===== src/rtl/naes_pkg.sv =====
// Shared types and bus addresses for the CPU-side OAM DMA engine.
package naes_pkg;

  typedef enum logic [2:0] {
    IDLE  = 3'd0,
    HALT  = 3'd1,
    ALIGN = 3'd2,
    READ  = 3'd3,
    WRITE = 3'd4
  } dma_state_t;

  localparam logic [15:0] OAM_DMA_TRIG = 16'h4014;
  localparam logic [15:0] PPU_OAMDATA  = 16'h2004;

endpackage


===== src/rtl/oam_dma.sv =====
// OAM DMA initiator: on a CPU write to the trigger address, halts the CPU and
// copies one 256-byte page onto the PPU OAM data port via the shared databus.
module oam_dma
  import naes_pkg::*;
#(
  parameter logic [15:0] TRIG_ADDR = OAM_DMA_TRIG,
  parameter logic [15:0] OAM_ADDR  = PPU_OAMDATA,
  parameter int unsigned XFER_LEN  = 256
) (
  input  logic        Clk,
  input  logic        Reset,
  input  logic        CPU_CE,
  input  logic [15:0] ADDR,
  input  logic        CPU_WR,
  input  logic [7:0]  CPU_DO,
  input  logic [7:0]  BUS_IN,
  output logic        DMA,
  output logic [15:0] DMA_ADDR,
  output logic        DMA_WR,
  output logic [7:0]  DMA_DO,
  output logic        CPU_HALT
);

  localparam logic [7:0] LAST_IDX = 8'(XFER_LEN - 1);

  dma_state_t  state;
  dma_state_t  state_nxt;
  logic        parity;
  logic        parity_nxt;
  logic [7:0]  idx;
  logic [7:0]  idx_nxt;
  logic [7:0]  idx_inc;
  logic [7:0]  page;
  logic [7:0]  page_nxt;
  logic        dma_nxt;
  logic [15:0] dma_addr_nxt;
  logic        dma_wr_nxt;
  logic [7:0]  dma_do_nxt;
  logic        cpu_halt_nxt;
  logic        trigger;

  // DMA=0 keeps the engine's own bus writes from ever looking like a trigger.
  assign trigger = !CPU_WR && (ADDR == TRIG_ADDR) && !DMA;
  // 8-bit increment: the page byte is never carried into.
  assign idx_inc = idx + 8'h01;

  // Next-state and next-output logic; everything holds between CPU_CE pulses.
  always_comb begin
    state_nxt    = state;
    parity_nxt   = parity;
    idx_nxt      = idx;
    page_nxt     = page;
    dma_nxt      = DMA;
    dma_addr_nxt = DMA_ADDR;
    dma_wr_nxt   = DMA_WR;
    dma_do_nxt   = DMA_DO;
    cpu_halt_nxt = CPU_HALT;
    if (CPU_CE) begin
      parity_nxt = ~parity;
      case (state)
        IDLE: begin
          if (trigger) begin
            page_nxt     = CPU_DO;
            idx_nxt      = 8'h00;
            state_nxt    = HALT;
            cpu_halt_nxt = 1'b1;
          end else begin
            state_nxt = IDLE;
          end
        end
        HALT: begin
          // An extra cycle is inserted so every READ lands on an even CE.
          if (!parity) begin
            state_nxt = ALIGN;
          end else begin
            state_nxt    = READ;
            dma_nxt      = 1'b1;
            dma_addr_nxt = {page, idx};
            dma_wr_nxt   = 1'b1;
          end
        end
        ALIGN: begin
          state_nxt    = READ;
          dma_nxt      = 1'b1;
          dma_addr_nxt = {page, idx};
          dma_wr_nxt   = 1'b1;
        end
        READ: begin
          state_nxt    = WRITE;
          dma_do_nxt   = BUS_IN;
          dma_addr_nxt = OAM_ADDR;
          dma_wr_nxt   = 1'b0;
        end
        WRITE: begin
          if (idx == LAST_IDX) begin
            state_nxt    = IDLE;
            idx_nxt      = 8'h00;
            dma_nxt      = 1'b0;
            dma_addr_nxt = 16'h0000;
            dma_wr_nxt   = 1'b1;
            cpu_halt_nxt = 1'b0;
          end else begin
            state_nxt    = READ;
            idx_nxt      = idx_inc;
            dma_addr_nxt = {page, idx_inc};
            dma_wr_nxt   = 1'b1;
          end
        end
        default: begin
          state_nxt    = IDLE;
          dma_nxt      = 1'b0;
          dma_addr_nxt = 16'h0000;
          dma_wr_nxt   = 1'b1;
          cpu_halt_nxt = 1'b0;
        end
      endcase
    end else begin
      state_nxt = state;
    end
  end

  // State and output registers with synchronous reset.
  always_ff @(posedge Clk) begin
    if (Reset) begin
      state    <= IDLE;
      parity   <= 1'b0;
      idx      <= 8'h00;
      page     <= 8'h00;
      DMA      <= 1'b0;
      DMA_ADDR <= 16'h0000;
      DMA_WR   <= 1'b1;
      DMA_DO   <= 8'h00;
      CPU_HALT <= 1'b0;
    end else begin
      state    <= state_nxt;
      parity   <= parity_nxt;
      idx      <= idx_nxt;
      page     <= page_nxt;
      DMA      <= dma_nxt;
      DMA_ADDR <= dma_addr_nxt;
      DMA_WR   <= dma_wr_nxt;
      DMA_DO   <= dma_do_nxt;
      CPU_HALT <= cpu_halt_nxt;
    end
  end

endmodule


===== config.mk =====
export PLATFORM = sky130hd
export DESIGN_NAME = oam_dma
export DESIGN_NICKNAME = d
export VERILOG_FILES = /design/src/rtl/naes_pkg.sv /design/src/rtl/oam_dma.sv
export SDC_FILE = /design/constraint.sdc
export NUM_CORES = 1
export LEC_CHECK = 0
export BUFFER_PORTS_ARGS = -buffer_cell sky130_fd_sc_hd__buf_2
export CAP_MARGIN = 20
export CORE_MARGIN = 2
export CORE_UTILIZATION = 55
export CTS_BUF_LIST = sky130_fd_sc_hd__clkbuf_4 sky130_fd_sc_hd__clkbuf_8 sky130_fd_sc_hd__clkbuf_16
export DETAILED_ROUTE_END_ITERATION = 8
export PLACE_DENSITY = 0.81
export RECOVER_POWER = 25
export SLEW_MARGIN = 20
export SYNTH_ARGS = -nofsm -noshare
export SYNTH_HDL_FRONTEND = slang
export SYNTH_SLANG_ARGS = --single-unit

===== constraint.sdc =====
create_clock -name Clk -period 4.3 [get_ports Clk]
set_input_delay 0.43 -clock Clk [delete_from_list [all_inputs] [get_ports Clk]]
set_output_delay 0.43 -clock Clk [all_outputs]
set_load 0.1 [all_outputs]

## Word-level counts from Yosys, hierarchy flattened

Index checks and enable logic that the tools add are counted.

- Flip-flop bits (word level): 47
- Latch bits: 0
- RAM bits: 0
- Memory bits (read-only): 0
- Input bits: 36
- Output and inout port bits: 27
- Logic and storage cells: 53
- Memories: 0

- Add/subtract/negate cells: 1
- Multipliers: 0
- Div/mod/pow operators: 0
- Magnitude comparators: 0
- Eq/ne operators: 9
- Shifts and indexed selects: 0
- Muxes and demuxes: 16
- Bitwise logic cells: 4
- Reductions and logical operators: 14

Operators with widths:

| cell | count |
|---|---|
| $pmux 16 s5 | 1 |
| $mux 16 | 2 |
| $eq 16x15->1 const B | 1 |
| $mux 8 | 2 |
| $pmux 8 s2 | 1 |
| $pmux 3 s5 | 1 |
| $reduce_and 3->1 | 3 |
| $add 8x1->8 const B | 1 |
| $eq 8x8->1 const B | 1 |
| $reduce_and 4->1 | 2 |
| $eq 3x2->1 const B | 2 |
| $ne 2x2->1 const B | 3 |
| $pmux 1 s3 | 2 |
| $mux 1 | 5 |
| $not 1->1 | 4 |
| $pmux 1 s4 | 1 |
| $eq 3x1->1 const B | 1 |
| $eq 3x3->1 const B | 1 |
| $logic_not 3->1 | 1 |
| $reduce_or 3->1 | 1 |
| $logic_and 1x1->1 | 2 |
| $logic_not 1->1 | 2 |
| $mux 2 | 1 |
| $reduce_and 2->1 | 1 |
| 2 further kinds | 2 |

## Longest topological paths before layout

Gate-level depths: netlist of the first run.

- Word-level depth: 5
- Mapped depth: 7
- Mapped depth without buffers: 6

## Worst setup path before layout of the first run

OpenSTA, ideal clock, no wires.

- Path type: reg2reg
- From: register DMA
- To: register page[0]
- Setup time: 0.128 ns
- Arrival: 1.993 ns
- Data required time: 4.172 ns
- Slack: 2.179 ns
- Stages on the path, launching flop included: 5
- Buffers on the path: 0
- Clock period less this slack: 2.121 ns
- Cells stage by stage: dfxtp_1 > or4b_4 > nor3_4 > mux2i_1 > nor2_1

- Longest elaborated chain between the ends: 3

RTL lines:

| item | RTL line | text |
|---|---|---|
| from (decl) | oam_dma.sv:17 | `output logic DMA,` |
| from (signal assigned) | oam_dma.sv:139 | `DMA <= dma_nxt;` |
| $logic_not 1->1 | oam_dma.sv:43 | `assign trigger = !CPU_WR && (ADDR == TRIG_ADDR) && !DMA;` |
| $logic_and 1x1->1 | oam_dma.sv:43 |  |
| $reduce_and 3->1 (no line) | -- |  |
| to (signal assigned) | oam_dma.sv:138 | `page <= page_nxt;` |
| to (decl) | oam_dma.sv:33 | `logic [7:0] page;` |

Every way passes these cells.
A chain may end at the register's enable or synchronous reset.

==> results.toml, run 1 <==
[timing]
period_needed_ns = 2.470
timing.final.ws_setup_ns = 1.830
tns_ns = 0
finalHoldViolCount = 0
fmax_mhz = 404.9
worst_clock_skew_ns = 0.007483
finalSetupViolCount = 0
final_max_slew_viol_count = 45
slew_headroom_pct = -21.90
rsz0062_at_grt = "false"
fin_crit_sh_pct = 57.43
tightest_slew_ns = 1.829

[die]
core_um2 = 3943
die_w_um = 67.48
start_util_pct = 56.20
fp.dieArea_um2 = 4553
rows = 23
pin_count = 63
die_h_um = 67.48

[grt]
grt_use_met2_pct = 36.89
gr-usage-met1_pct = 30.76
grt_pass1_vias = 1842
grt_pass1_wl_mm = 8.169
antenna_found_initial = 0
busiest_layer = "met2"
grt_max_degree = 45
track_usage_pct = 23.46
use_met3_pct = 6.167
gr-total-overflow = 0

[yosys]
async_flop_share_pct = 0
synthCells = 256
yosysUniqueCellTypes = 52
ys_ff_latch = 47
synth.area.top_cells = "dfxtp_1, a21oi_1, nand2_1, mux2i_1, nor2_1"
syn_area_per_cell_um2 = 8.656
ys.flop_type = "dfxtp_1"
synth.largest_area_cell = "dfxtp_1"
synth_nets = 293
yosysSeqAreaShare_pct = 42.46
synth-edff-count = 0
yosys_warnings = 0
syn-cell-area_um2 = 2216
synth_top_area_share_pct = 42.46

[clock_tree]
cts.repair.resized = 0
cts_setup_buffers = 0
cts_tree = "built"
cts.hold.buffers_added = 0
numCtsBuffers = 5
cts.clk_slew.worst_paths_ns = 0.09
clock_sinks = 47
clockRootBuffer = "clkbuf_8"
cts.path.max_buffers = 2
insertion_delay_ns = 0.29
htreeDepth = 2

[detailed_routing]
drc_errors = 0
routedWlPerCell_um = 13.90
drtIter0Drc = 194
antenna_left = 0
viasPerCell = 5.642
num_vias = 2020
first_pass_iters = 4
wl_mm = 4.976

[critical_path]
r2r_start = "state[2]"
r2r_cells = 5
path_class = "primary input to flip-flop"
worstPathCellList = "clkbuf_1 > nor2b_1 > a22o_1"
cp_top_family = "buffers and inverters"
cp-startpoint = "Reset"
cpMaxStageDelayCell = "clkbuf_1"
arrival_ns = 2.66
required_ns = 4.49
r2r_end = "DMA_ADDR[11]"
cp.depth = 3
rrSetupSlack_ns = 2.09
path_max_fanout = 44
endpoint_kind = "flip-flop"
cpPeakStageDelay_ns = 1.29
worst-path-buf-inv = 1
worst_setup_path_start_kind = "primary input"
endpoint = "DMA_ADDR[11]"

[power]
power.density_nw_per_um2 = 291.5
p_leak_uw = 0.0009756
finalPower_uw = 750.7
ir_drop_uv = 249.4

[flow_run]
drv_cap = 1

[cells_and_area]
final_cell_mix = "dfxtp_1, buf_2, nand2_1"
layout_commonest_cell = "dfxtp_1"
n_antenna_cell = 0
area_growth_pct = 16.21
nets = 344
final_core_util_pct = 65.31
drive_above_1_share_pct = 21.43

[placed_design]
io_buffers = 62
dp_hpwl_mm = 3.643
routabilityCongestion = 0.9054
place_ws_ns = 2.034

[outcome]
status = "finished with violations"
failed_checks = "max-capacitance violations, max-slew violations"

[min_path]
worstHoldPathType = "primary input to flip-flop"
-- worst min path at each step --
stage | startpoint | endpoint | slack [ns] | depth (start not counted)
detailed placement | DMA_ADDR[6] | DMA_ADDR[6] | 0.44 | 2
global route | CPU_DO[3] | page[3] | 0.36 | 3
floorplan | page[2] | DMA_ADDR[10] | 0.44 | 1
global placement | DMA_ADDR[3] | DMA_ADDR[3] | 0.43 | 2
finish | BUS_IN[4] | DMA_DO[4] | 0.37 | 3
CTS | BUS_IN[6] | DMA_DO[6] | 0.36 | 3
-- routing by layer --
| layer | vias to the layer above | routed length (um) |
|---|---|---|
| li1 | 1028 | - |
| met2 | 74 | 2361 |
| met5 | - | 0 |
| met3 | 10 | 334 |
| met1 | 908 | 2210 |
| met4 | 0 | 70 |
-- power breakdown --
group          leakage (uW)  switching, uW  internal, uW  total (uW)
combinational      0.000550           18.7          16.2        34.9
clock             0.0000474            148           131         279
sequential         0.000379          0.942           436         437
total              0.000976            167           583         751
-- state kept, by name, indices dropped and copies added (netlist names) --
name      flops
state         3
DMA_WR        1
page          8
DMA_ADDR     16
DMA           1
DMA_DO        8
CPU_HALT      1
idx           8
parity        1
-- cells in the mapped netlist, types with 4 or more instances --
cell and n:
dfxtp_1 47, nor3_1 8, buf_2 4, a22o_1 9, o32ai_1 4, mux2i_1 10, a21oi_1 27, o21ai_0 10
nand2b_1 7, nand2_1 31, nand3_1 7, nor2_1 25, a21o_1 5, clkbuf_1 11
-- final cells by class --
class / count / area [um^2]
Multi-Input combinational cell: 189 / 1176
Timing Repair Buffer: 62 / 289.0
Tap cell: 50 / 62.56
Fill cell: 334 / 1368
Sequential cell: 47 / 940.9
Inverter: 2 / 7.507
Clock buffer: 6 / 82.58
Clock inverter: 2 / 16.27
-- worst min-delay path, delay by kind of cell --
kind	cells	cell delay (ns)
buffers and inverters	1	0.09
AO/OA/AOI/OAI	1	0.05
AND/OR/NAND/NOR	1	0.05
-- stage by stage --
stage | cells | hold WS [ns] | cell area (um^2)
CTS | 358 | 0.3588 | 2596
floorplan | 256 | 0.4415 | 2216
finish | 358 | 0.3660 | 2575
global route | 358 | 0.3581 | 2575
global placement | 350 | 0.4305 | 2497
detailed placement | 350 | 0.4425 | 2497
-- logic make-up after synthesis --
| logic type | count (synthesis) | synth area share (%) |
|---|---|---|
| flops | 47 | 42.46 |
| xor+xnor | 2 | 0.7907 |
| fa+ha+maj | 1 | 0.5646 |
| compound gates | 75 | 23.04 |
| buf+inv | 20 | 4.461 |
| mux | 10 | 4.517 |
| simple gates | 101 | 24.17 |
Note: power is estimated with default switching activity, not from simulation.
==> inputs of run 2 (changes only) <==
--- a/config.mk
+++ b/config.mk
@@ -8,10 +8,10 @@
 export BUFFER_PORTS_ARGS = -buffer_cell sky130_fd_sc_hd__buf_2
 export CAP_MARGIN = 20
 export CORE_MARGIN = 2
-export CORE_UTILIZATION = 55
+export CORE_UTILIZATION = 51
 export CTS_BUF_LIST = sky130_fd_sc_hd__clkbuf_4 sky130_fd_sc_hd__clkbuf_8 sky130_fd_sc_hd__clkbuf_16
 export DETAILED_ROUTE_END_ITERATION = 8
-export PLACE_DENSITY = 0.81
+export PLACE_DENSITY = 0.75
 export RECOVER_POWER = 25
 export SLEW_MARGIN = 20
 export SYNTH_ARGS = -nofsm -noshare
==> constraint.sdc (replaced) <==
create_clock -name Clk -period 2.6 [get_ports Clk]
set_input_delay 0.26 -clock Clk [delete_from_list [all_inputs] [get_ports Clk]]
set_output_delay 0.26 -clock Clk [all_outputs]
set_load 0.1 [all_outputs]
==> results.toml, run 2 (synthesis gave the netlist of run 1 again) <==
[grt]
gr-total-overflow = 0
busiest_layer = "met2"
grt_pass1_vias = 1769
track_usage_pct = 21.28
antenna_found_initial = 0
grt_use_met2_pct = 32.17
use_met3_pct = 4.906
grt_max_degree = 27
grt_pass1_wl_mm = 8.459
gr-usage-met1_pct = 29.47

[cells_and_area]
multi_input_area_um2 = 1176
area_growth_pct = 17.45
layout_commonest_cell = "dfxtp_1"
regArea_um2 = 940.9
nets = 348
drive_above_1_share_pct = 22.44
fillers = 384
final_core_util_pct = 63.69
final_cell_mix = "dfxtp_1, buf_2, nand2_1"
largest-register = "DMA_ADDR"
n_antenna_cell = 0
largest_reg_flops = 16

[power]
power.density_nw_per_um2 = 479.7
ir_drop_uv = 338.0
p_leak_uw = 0.0009987

[detailed_routing]
viasPerCell = 5.696
wl_mm = 5.035
drc_errors = 0
antenna_left = 0
routedWlPerCell_um = 13.91
first_pass_iters = 4
drtIter0Drc = 157
num_vias = 2062

[timing]
final_max_slew_viol_count = 0
worst_clock_skew_ns = 0.009949
period_needed_ns = 2.193
tns_ns = 0
rsz0062_at_grt = "false"
fin_crit_sh_pct = 84.34
finalSetupViolCount = 0
slew_headroom_pct = 21.19
finalHoldViolCount = 0
fmax_mhz = 456.0
tightest_slew_ns = 1.187

[clock_tree]
clock_sinks = 47
htreeDepth = 2
cts.clk_slew.worst_paths_ns = 0.09
numCtsBuffers = 5
cts_tree = "built"
cts.hold.buffers_added = 0
cts.path.max_buffers = 2
insertion_delay_ns = 0.31
cts_setup_buffers = 0
clockRootBuffer = "clkbuf_8"
cts.repair.resized = 0

[die]
die_w_um = 69.92
start_util_pct = 54.23
pin_count = 63
core_um2 = 4086
fp.dieArea_um2 = 4888
die_h_um = 69.92
rows = 23

[critical_path]
cpMaxStageDelayCell = "or3b_1"
worst_setup_path_start_kind = "flip-flop"
cpPeakStageDelay_ns = 0.57
arrival_ns = 2.44
r2r_cells = 5
path_max_fanout = 11
required_ns = 2.85
path_class = "flip-flop to flip-flop"
worstPathCellList = "or3b_1 > a31oi_1 > o211ai_1 > nor2_4 > a22o_1"
endpoint_kind = "flip-flop"

[min_path]
worstHoldPathType = "primary input to flip-flop"
hold_depth = 3

[placed_design]
dp_hpwl_mm = 3.602
io_buffers = 62
routabilityCongestion = 0.8983

[flow_run]
drv_cap = 0

[outcome]
status = "completed"
==> run 2: cell types whose count changed in the layout (fill, tap and decap cells not counted), sizes merged <==
cell	delta
buf	+4
clkinvlp	-1
inv	+1
==> run 2: routing by layer <==
metal / routed length (um) / share of wire [%]
met1: 2334 / 46
met5: 0 / 0
met3: 352 / 7.0
met4: 82 / 1.6
met2: 2265 / 45
==> run 2: where the power goes <==
| group | internal, uW | switching, uW |
|---|---|---|
| sequential | 721 | 1.72 |
| combinational | 28.7 | 32.1 |
| clock | 217 | 248 |
| total | 967 | 281 |
==> run 2: worst max-delay path: cells and delay by family (launching register included) <==
family           cells  cell delay, ns
AO/OA/AOI/OAI        3            0.79
AND/OR/NAND/NOR      2            0.79
flip-flops           1            0.54
==> run 2: final timing paths <==
check / startpoint / to / slack, ns
setup / recovery: state[2] / DMA_ADDR[14] / 0.41
hold / removal: BUS_IN[0] / DMA_DO[0] / 0.18
setup reg to reg: state[2] / DMA_ADDR[14] / 0.41
hold reg to reg: DMA_DO[0] / DMA_DO[0] / 0.46
==> run 2: layout make-up <==
cell class / instances / share of cell area (%)
clock buffers: 6 / 3.173
clock inverters: 2 / 0.5288
inverters: 2 / 0.2885
multi-input cells: 189 / 45.19
flip-flops and latches: 47 / 36.15
well taps: 50 / 2.404
repair buffers: 66 / 12.26
==> run 2: stage by stage <==
step / setup WS, ns / area, um^2 / hold WS, ns / total power, uW / instances
final: 0.4072 / 2603 / 0.1775 / 1248 / 362
after global routing: 0.2352 / 2603 / 0.1715 / 1303 / 362
after CTS: 0.4220 / 2624 / 0.1722 / 1262 / 362
after detailed placement: 0.4395 / 2527 / 0.4373 / 800.2 / 354
after global placement: 0.5442 / 2527 / 0.4383 / 799.9 / 354
after floorplan: 0.4791 / 2216 / 0.3960 / 768.1 / 256
==> inputs of run 3 (changes only) <==
--- a/config.mk
+++ b/config.mk
@@ -5,13 +5,14 @@
 export SDC_FILE = /design/constraint.sdc
 export NUM_CORES = 1
 export LEC_CHECK = 0
+export ABC_AREA = 1
 export BUFFER_PORTS_ARGS = -buffer_cell sky130_fd_sc_hd__buf_2
 export CAP_MARGIN = 20
 export CORE_MARGIN = 2
-export CORE_UTILIZATION = 51
+export CORE_UTILIZATION = 46
 export CTS_BUF_LIST = sky130_fd_sc_hd__clkbuf_4 sky130_fd_sc_hd__clkbuf_8 sky130_fd_sc_hd__clkbuf_16
 export DETAILED_ROUTE_END_ITERATION = 8
-export PLACE_DENSITY = 0.75
+export PLACE_DENSITY = 0.72
 export RECOVER_POWER = 25
 export SLEW_MARGIN = 20
 export SYNTH_ARGS = -nofsm -noshare
==> constraint.sdc (replaced) <==
create_clock -name Clk -period 1.8 [get_ports Clk]
set_input_delay 0.18 -clock Clk [delete_from_list [all_inputs] [get_ports Clk]]
set_output_delay 0.18 -clock Clk [all_outputs]
set_load 0.1 [all_outputs]
==> results.toml, run 3 <==
[yosys]
ys_ff_latch = 47
yosys.cell_count.top_type = "nand2_1"
synth-edff-count = 0
synthCells = 318
synth_nets = 355
async_flop_share_pct = 0
synth.largest_area_cell = "dfxtp_1"
yosysSeqAreaShare_pct = 42.25
synth.area.top_cells = "dfxtp_1, nand2_1, nor2_1, o21ai_0, nand3_1"
ys.flop_type = "dfxtp_1"
yosysUniqueCellTypes = 31
synth_top_area_share_pct = 42.25
netlist_top_cells_count = "nand2_1, nor2_1, dfxtp_1"
syn-cell-area_um2 = 2227
syn_area_per_cell_um2 = 7.004
yosys_warnings = 0

[grt]
antenna_found_initial = 0
grt_pass1_wl_mm = 9.177
track_usage_pct = 21.36
grt_max_degree = 23
gr-total-overflow = 0
grt_pass1_vias = 2108

[clock_tree]
clock_sinks = 47
numCtsBuffers = 5
cts.repair.resized = 0
cts_tree = "built"
insertion_delay_ns = 0.29
clockRootBuffer = "clkbuf_8"
cts.hold.buffers_added = 0
cts.clk_slew.worst_paths_ns = 0.08
htreeDepth = 2
cts.path.max_buffers = 2
cts_setup_buffers = 0

[critical_path]
endpoint = "DMA"
arrival_ns = 1.76
r2r_start = "state[1]"
path_class = "flip-flop to flip-flop"
worst_setup_path_start_kind = "flip-flop"
r2r_cells = 9
path_max_fanout = 15
cp-startpoint = "state[1]"
rrSetupSlack_ns = 0.23
endpoint_kind = "flip-flop"
required_ns = 1.99
r2r_end = "DMA"

[die]
die_w_um = 73.58
fp.dieArea_um2 = 5414
start_util_pct = 47.47
pin_count = 63
die_h_um = 73.58
core_um2 = 4692
rows = 25

[cells_and_area]
drive_above_1_share_pct = 25.19
finalInstanceArea_um2 = 2695
fin_cells = 439
nets = 421
final_core_util_pct = 57.44
largest_reg_flops = 16
largest-register = "DMA_ADDR"
final_cell_mix = "nand2_1, nor2_1, dfxtp_1"
n_antenna_cell = 0
layout_commonest_cell = "nand2_1"
area_growth_pct = 21.01

[detailed_routing]
antenna_left = 0
wl_mm = 5.202
drtIter0Drc = 91
first_pass_iters = 4
routedWlPerCell_um = 11.85
num_vias = 2240
drc_errors = 0
viasPerCell = 5.103

[min_path]
worstHoldPathType = "primary input to flip-flop"
hold_depth = 3

[timing]
rsz0062_at_grt = "false"
worst_clock_skew_ns = 0.006543
final_max_slew_viol_count = 0
fmax_mhz = 635.5
tightest_slew_ns = 0.5438
finalHoldViolCount = 0
tns_ns = 0
slew_headroom_pct = 63.90
fin_crit_sh_pct = 87.42
finalSetupViolCount = 0
period_needed_ns = 1.574

[placed_design]
dp_hpwl_mm = 3.810
io_buffers = 62
dp.cells = 431
post_dp_cell_area_um2 = 2596
routabilityCongestion = 0.9132

[power]
power.density_nw_per_um2 = 670.1
switching_share_pct = 21.75
p_switching_uw = 392.7
p_leak_uw = 0.001223
p_int_uw = 1413
ir_drop_uv = 575.5
pwr-share-clk_pct = 37.2
p_comb_share_pct = 5.0
p_seq_share_pct = 57.8

[outcome]
status = "completed"

[flow_run]
drv_cap = 0
[run 3: cell count changes after synthesis, sizes merged, moves of 7 or more]
| cell | delta |
|---|---|
| nand4 | +7 |
| inv | +31 |
| mux2i | -10 |
| nand2 | +40 |
| clkbuf | -8 |
| nand3 | +17 |
| a22o | -9 |
| o21ai | +16 |
| nor2 | +40 |
| nor3 | -8 |
| nand2b | -7 |
[run 3: worst min path at each step]
stage                          from     endpoint  slack [ns]
after floorplan               Reset  DMA_ADDR[4]        0.25
after global routing      CPU_DO[7]      page[7]        0.10
final                     CPU_DO[5]      page[5]        0.10
after CTS                 CPU_DO[7]      page[7]         0.1
after global placement    CPU_DO[0]      page[0]        0.40
after detailed placement  CPU_DO[1]      page[1]        0.41
[run 3: cells by family after synthesis]
family,count (synthesis),share of synthesized area [%]
buffers and inverters,40,7.416
AOI/OAI and AO/OA,54,13.65
DFF,47,42.25
adders and majority gates,1,0.5617
and+or+nand+nor,175,35.73
xor gates and xnor gates,1,0.3933
[run 3: per-stage QoR]
step	hold WS (ns)	power [uW]	worst slack [ns]
after detailed placement	0.4085	1159	0.2419
final	0.1032	1806	0.2264
after global routing	0.1024	1887	0.05661
after floorplan	0.2491	1106	0.04710
after CTS	0.09776	1826	0.2255
after global placement	0.3997	1157	0.2492
[run 3: final cells by class]
class                   count  area (um^2)
clock buffers               7        90.09
clock inverters             1        8.758
fillers                   470         1997
inverters                  33        126.4
multi-input cells         231         1121
flip-flops and latches     47        940.9
well taps                  54        67.56
repair buffers             66        340.3
[run 3: per-layer routing]
layer,GRT usage [%],wire (um),vias up
met5,0,0,-
met4,6.263,76,0
met3,4.527,206,9
met2,37.80,2662,54
met1,25.87,2258,1016
li1,-,-,1161
[run 3: power groups by stage]
stage / logic, uW / registers, uW / clock network, uW
after floorplan: 37.5 / 1070 / 0
after global placement: 88.5 / 1070 / 0
after detailed placement: 89.8 / 1070 / 0
after CTS: 90.2 / 1040 / 692
after global routing: 101 / 1050 / 741
final: 89.6 / 1040 / 672
[run 3: worst max-delay path: stages (launching register included)]
cell,delay (ns)
dfxtp_1,0.47
inv_2,0.07
nand2_2,0.12
nor2_4,0.06
nor2_4,0.11
o21ai_4,0.15
inv_4,0.19
nand2_1,0.08
o21ai_0,0.15
nor2_1,0.06
